--- src/rtl/bin_to_bcd_seq_pkg.sv ---
// Shared constants for the binary-to-BCD conversion and display path.
package bin_to_bcd_seq_pkg;

  typedef enum logic [0:0] {
    IDLE = 1'b0,
    CONV = 1'b1
  } state_t;

  localparam int unsigned BCD_DIGIT_W = 4;
  localparam int unsigned ADD3_THRESH = 5;
  localparam int unsigned ADD3_ADDEND = 3;
  localparam int unsigned DEF_WIDTH   = 9;
  localparam int unsigned DEF_DIGITS  = 3;

  // 10^n, used to check that DIGITS can hold the largest WIDTH-bit value.
  function automatic longint unsigned pow10(input int unsigned n);
    longint unsigned p;
    p = 64'd1;
    for (int unsigned i = 0; i < n; i++) p = p * 64'd10;
    return p;
  endfunction

endpackage

--- src/rtl/bin_to_bcd_seq_bcd_add3.sv ---
// Double-dabble digit correction: add 3 to a BCD digit that is 5 or more.
module bcd_add3
  import bin_to_bcd_seq_pkg::*;
(
  input  logic [BCD_DIGIT_W-1:0] d_i,
  output logic [BCD_DIGIT_W-1:0] d_o
);

  // Correct the digit before it is doubled by the following shift.
  always_comb begin
    d_o = d_i;
    if (d_i >= BCD_DIGIT_W'(ADD3_THRESH)) d_o = d_i + BCD_DIGIT_W'(ADD3_ADDEND);
  end

endmodule

--- src/rtl/bin_to_bcd_seq.sv ---
// Sequential binary-to-BCD converter (shift-and-add-3, one bit per clock).
module bin_to_bcd_seq
  import bin_to_bcd_seq_pkg::*;
#(
  parameter int unsigned WIDTH  = DEF_WIDTH,
  parameter int unsigned DIGITS = DEF_DIGITS
) (
  input  logic                          Clk,
  input  logic                          R,
  input  logic                          Start,
  input  logic [WIDTH-1:0]              Bin,
  output logic                          Busy,
  output logic                          Done,
  output logic [BCD_DIGIT_W*DIGITS-1:0] BCD
);

  localparam int unsigned BW = BCD_DIGIT_W * DIGITS;
  localparam int unsigned CW = $clog2(WIDTH + 1);

  if (pow10(DIGITS) < (64'd1 << WIDTH)) begin : g_illegal_digits
    $error("bin_to_bcd_seq: DIGITS too small to represent 2^WIDTH-1");
  end

  state_t            state_q, state_d;
  logic [WIDTH-1:0]  shift_q, shift_d;
  logic [BW-1:0]     work_q, work_d;
  logic [CW-1:0]     count_q, count_d;
  logic              busy_q, busy_d;
  logic              done_q, done_d;
  logic [BW-1:0]     bcd_q, bcd_d;
  logic [BW-1:0]     work_corr;
  logic [BW+WIDTH-1:0] cat_shift;

  for (genvar g = 0; g < DIGITS; g++) begin : g_add3
    bcd_add3 u_add3 (
      .d_i(work_q[g*BCD_DIGIT_W +: BCD_DIGIT_W]),
      .d_o(work_corr[g*BCD_DIGIT_W +: BCD_DIGIT_W])
    );
  end

  // Next-state, datapath and registered handshake outputs.
  // Busy is registered from the current state, so it rises one cycle after
  // Start is accepted and is already low in the Done cycle.
  always_comb begin
    state_d   = state_q;
    shift_d   = shift_q;
    work_d    = work_q;
    count_d   = count_q;
    busy_d    = 1'b0;
    done_d    = 1'b0;
    bcd_d     = bcd_q;
    cat_shift = {work_corr, shift_q} << 1;
    case (state_q)
      IDLE: begin
        if (Start) begin
          state_d = CONV;
          shift_d = Bin;
          work_d  = '0;
          count_d = '0;
        end
      end
      CONV: begin
        work_d  = cat_shift[BW+WIDTH-1:WIDTH];
        shift_d = cat_shift[WIDTH-1:0];
        count_d = count_q + CW'(1);
        if (count_q == CW'(WIDTH - 1)) begin
          state_d = IDLE;
          done_d  = 1'b1;
          bcd_d   = cat_shift[BW+WIDTH-1:WIDTH];
        end else begin
          busy_d = 1'b1;
        end
      end
      default: state_d = IDLE;
    endcase
  end

  // State and datapath registers with synchronous reset.
  always_ff @(posedge Clk) begin
    if (R) begin
      state_q <= IDLE;
      shift_q <= '0;
      work_q  <= '0;
      count_q <= '0;
      busy_q  <= 1'b0;
      done_q  <= 1'b0;
      bcd_q   <= '0;
    end else begin
      state_q <= state_d;
      shift_q <= shift_d;
      work_q  <= work_d;
      count_q <= count_d;
      busy_q  <= busy_d;
      done_q  <= done_d;
      bcd_q   <= bcd_d;
    end
  end

  assign Busy = busy_q;
  assign Done = done_q;
  assign BCD  = bcd_q;

endmodule

--- config.mk ---
export PLATFORM = sky130hd
export DESIGN_NAME = bin_to_bcd_seq
export DESIGN_NICKNAME = d
export VERILOG_FILES = /design/src/rtl/bin_to_bcd_seq_pkg.sv /design/src/rtl/bin_to_bcd_seq_bcd_add3.sv /design/src/rtl/bin_to_bcd_seq.sv
export SDC_FILE = /design/constraint.sdc
export NUM_CORES = 1
export LEC_CHECK = 0
export CAP_MARGIN = 20
export CORE_MARGIN = 8
export CORE_UTILIZATION = 60
export CTS_BUF_LIST = sky130_fd_sc_hd__clkbuf_4
export DETAILED_ROUTE_END_ITERATION = 12
export GPL_ROUTABILITY_DRIVEN = 0
export PLACE_DENSITY = 0.93
export SYNTH_ARGS = -nofsm -noshare
export SYNTH_HDL_FRONTEND = slang
export SYNTH_SLANG_ARGS = --single-unit
--- constraint.sdc ---
create_clock -name Clk -period 3.9 [get_ports Clk]
set_clock_uncertainty 0.05 [all_clocks]
set_input_delay 0.585 -clock Clk [delete_from_list [all_inputs] [get_ports Clk]]
set_output_delay 0.585 -clock Clk [all_outputs]
set_load 0.05 [all_outputs]
==> flow_summary_export.csv <==
group,metric,value,unit
run_status,run_status,"complete, no violations",
detailed_routing,wire_per_inst,13.3,um
setup_path,r2r-start,"count_q[0]$_SDFFE_PP0P_",
timing,setup_viol,0,
setup_path,critical_path_required,3.26,ns
timing,setup_ws,1.78,ns
yosys,async_reset_ff_share,0,%
layout,seqCellArea,801,um2
yosys,synth_top_family_by_area,"simple AND/OR/NAND/NOR gates",
yosys,syn_area,1840,um2
setup_path,path_delay_family,"buffers and inverters",
floorplanning,die_w,71.4,um
clock_network,clk_latency,0.33,ns
yosys,syn_area_per_cell,8.97,um2
setup_path,critPathKind,"reg2out",
floorplanning,core,2980,um2
setup_path,cp_max_fo,2,
yosys,ys_seq_area_share,43.5,%
worst_hold_path,hold_end,"BCD[10]$_SDFFE_PP0P_",
worst_hold_path,worstHoldPathCells,2,
yosys,synth-compound-area-share,16.5,%
yosys,synth_warnings,0,
placement,place_ws,1.58,ns
yosys,synth_edf_count,0,
yosys,synth_top_area_share,43.5,%
yosys,synth_ff_type,"dfxtp_1",
clock_network,clockRootBuffer,"clkbuf_4",
layout,syn_to_final_growth,15.5,%
flow_run,maxCapViolations,0,
yosys,synth-seq-cells,40,
yosys,syn_inst,205,
grt,antenna_found_initial,0,
clock_network,clkSlewWorstSetupHoldPaths,0.11,ns
setup_path,worst_r2r_path_depth,5,
setup_path,path_cells,"clkdlybuf4s50_1",
timing,final_max_slew_viol_count,0,
layout,n_antenna_cell,0,
clock_network,cts_tree,"yes",
layout,num-nets-final,248,
setup_path,cp.depth,1,
layout,multiInputGateArea,935,um2
layout,design_area,2120,um2
floorplanning,start_util,61.8,%
timing,setup_tns,0,ns
timing,rsz0062_at_grt,"false",
setup_path,critPathArrivalTime,1.49,ns
clock_network,cts_setup_buffers,0,
detailed_routing,drt-vias-per-instance,5.54,
setup_path,critPathMaxStageDelay,0.81,ns
placement,io_buffer_count,25,
detailed_routing,dr.pass1.iters,4,
power_and_ir_drop,finalPower,669,uW
clock_network,ctsResizeCount,0,
worst_hold_path,worstHoldStart,"BCD[10]$_SDFFE_PP0P_",
power_and_ir_drop,p_leak,0.000767,uW
yosys,synthXorXnorAreaFrac,1.43,%
floorplanning,dieHeight,71.4,um
timing,period_minus_slack,2.12,ns
timing,max_freq,472,MHz
clock_network,cts_buffers,5,
layout,final_util,71.3,%
grt,grtUsageTotal,14.1,%
detailed_routing,vias,1446,
floorplanning,dieArea,5090,um2
setup_path,r2r-end,"BCD[1]$_SDFFE_PP0P_",
setup_path,cp_slowest_cell,"clkdlybuf4s50_1",
floorplanning,io_pins,26,
layout,fill_cells,235,
placement,postPlaceCellArea,2080,um2
yosys,ys_top_cells_by_area,"dfxtp_1 (44%), nor2_1 (6.3%), mux2i_1 (6.0%)",
detailed_routing,drt_iter0_markers,73,
clock_network,cts_sinks,40,
setup_path,cp-start-kind,"flop",
setup_path,cp_num_buf_inv,1,
grt,grt_max_degree,44,
yosys,synth_top_area_cell,"dfxtp_1",
yosys,syn-num-nets,225,
clock_network,holdBufCountCts,0,
clock_network,cts_buffer_depth,2,
setup_path,timing.reg2reg.setup_slack,1.99,ns
setup_path,end_kind,"output port",
clock_network,htreeDepth,2,
layout,drive_gt1_share,7.02,%
timing,relSlewSlack,48.7,%
grt,grt_pass1_vias,1371,
timing,worst_pin_slew,0.770,ns
yosys,muxShareOfSynthArea,7.82,%
grt,grt_pass1_wl,5950,um
power_and_ir_drop,ir_drop,0.240,mV
yosys,synth_cell_type_count,29,
detailed_routing,drt_drc_violations_left,0,
detailed_routing,wl,3480,um
yosys,synth_fa_ha_area_share,5.44,%
power_and_ir_drop,cellPowerDensity,315,nW/um2
worst_hold_path,hold_class,"reg2reg",
grt,grt_overflow,0,
timing,period_share,54.4,%
floorplanning,num_rows,20,
detailed_routing,ant_nets,0,
yosys,synthSimpleGateAreaFrac,19.6,%
timing,hold_viol,0,
placement,dp_hpwl,2490,um
-- per-stage QoR --
| stage | hold WS (ns) | cells |
|---|---|---|
| 2_1_floorplan | 0.394 | 205 |
| 3_3_place_gp | 0.413 | 254 |
| 6_report | 0.443 | 261 |
| 5_1_grt | 0.481 | 261 |
| 3_5_place_dp | 0.427 | 254 |
| 4_1_cts | 0.449 | 261 |
-- worst max path at each step --
stage,startpoint,endpoint,slack (ns)
floorplan,work_q[0]$_SDFFE_PP0P_,BCD[2]$_SDFFE_PP0P_,2.40
global placement,Start,work_q[11]$_SDFFE_PP0P_,1.61
detailed placement,Start,work_q[11]$_SDFFE_PP0P_,1.58
CTS,BCD[0]$_SDFFE_PP0P_,BCD[0],1.76
global route,BCD[7]$_SDFFE_PP0P_,BCD[7],1.71
finish,BCD[0]$_SDFFE_PP0P_,BCD[0],1.78
-- cell usage after synthesis (6+ instances only) --
library cell / instances
nor2_1: 31
mux2i_1: 11
a21oi_1: 19
nand2_1: 6
inv_1: 10
o22ai_1: 6
nand2b_1: 10
dfxtp_1: 40
nand3b_1: 8
o21ai_0: 14
ha_1: 8
-- tightest hold or removal path, delay by kind of cell, from the launching register on --
family,cells,cell delay (ns)
AOI/OAI and AO/OA,1,0.07
and+or+nand+nor,1,0.06
DFF,1,0.32
-- cells by family (layout without fill, tap and decap cells) --
| group | count (synthesis) | in the layout |
|---|---|---|
| AOI/OAI and AO/OA | 48 | 48 |
| xor gates and xnor gates | 3 | 3 |
| adders and majority gates | 8 | 8 |
| buffers and inverters | 21 | 44 |
| DFF | 40 | 40 |
| muxes | 14 | 14 |
| and+or+nand+nor | 71 | 71 |
-- state kept, by name (all words and copies together) (netlist names) --
signal	cells
BCD	12
work_q	12
shift_q	9
count_q	4
Busy	1
Done	1
state_q	1
-- area by class of cell --
type / count / area share [%]
Clock buffer: 5 / 1.77
Clock inverter: 2 / 0.353
Inverter: 10 / 1.77
Multi-Input combinational cell: 144 / 44.0
Sequential cell: 40 / 37.7
Tap cell: 33 / 1.94
Timing Repair Buffer: 27 / 12.5
-- power breakdown --
| part | internal, uW | switching, uW | leakage (uW) |
|---|---|---|---|
| clock network | 63.0 | 121 | 0.0000261 |
| logic | 29.0 | 33.7 | 0.000417 |
| registers | 417 | 5.27 | 0.000324 |
| total | 509 | 160 | 0.000767 |
-- layout by cell type (no fill, tap or decap), types with 6 or more instances in the layout --
master           Yosys  final
a21oi_1             19     19
o21ai_0             14     14
ha_1                 8      8
o22ai_1              6      6
mux2i_1             11     11
clkdlybuf4s50_1      0     25
inv_1               10     10
nand2_1              6      6
dfxtp_1             40     40
nand3b_1             8      8
nand2b_1            10     10
nor2_1              31     31
-- layer usage --
layer | global-route usage [%] | vias to the layer above | wire, um
li1 | - | 755 | -
met2 | 22.8 | 27 | 1640
met4 | 5.54 | 0 | 42
met3 | 3.63 | 5 | 141
met1 | 17.5 | 659 | 1650
met5 | 0 | - | 0
Power figures use the tool's default switching activity.
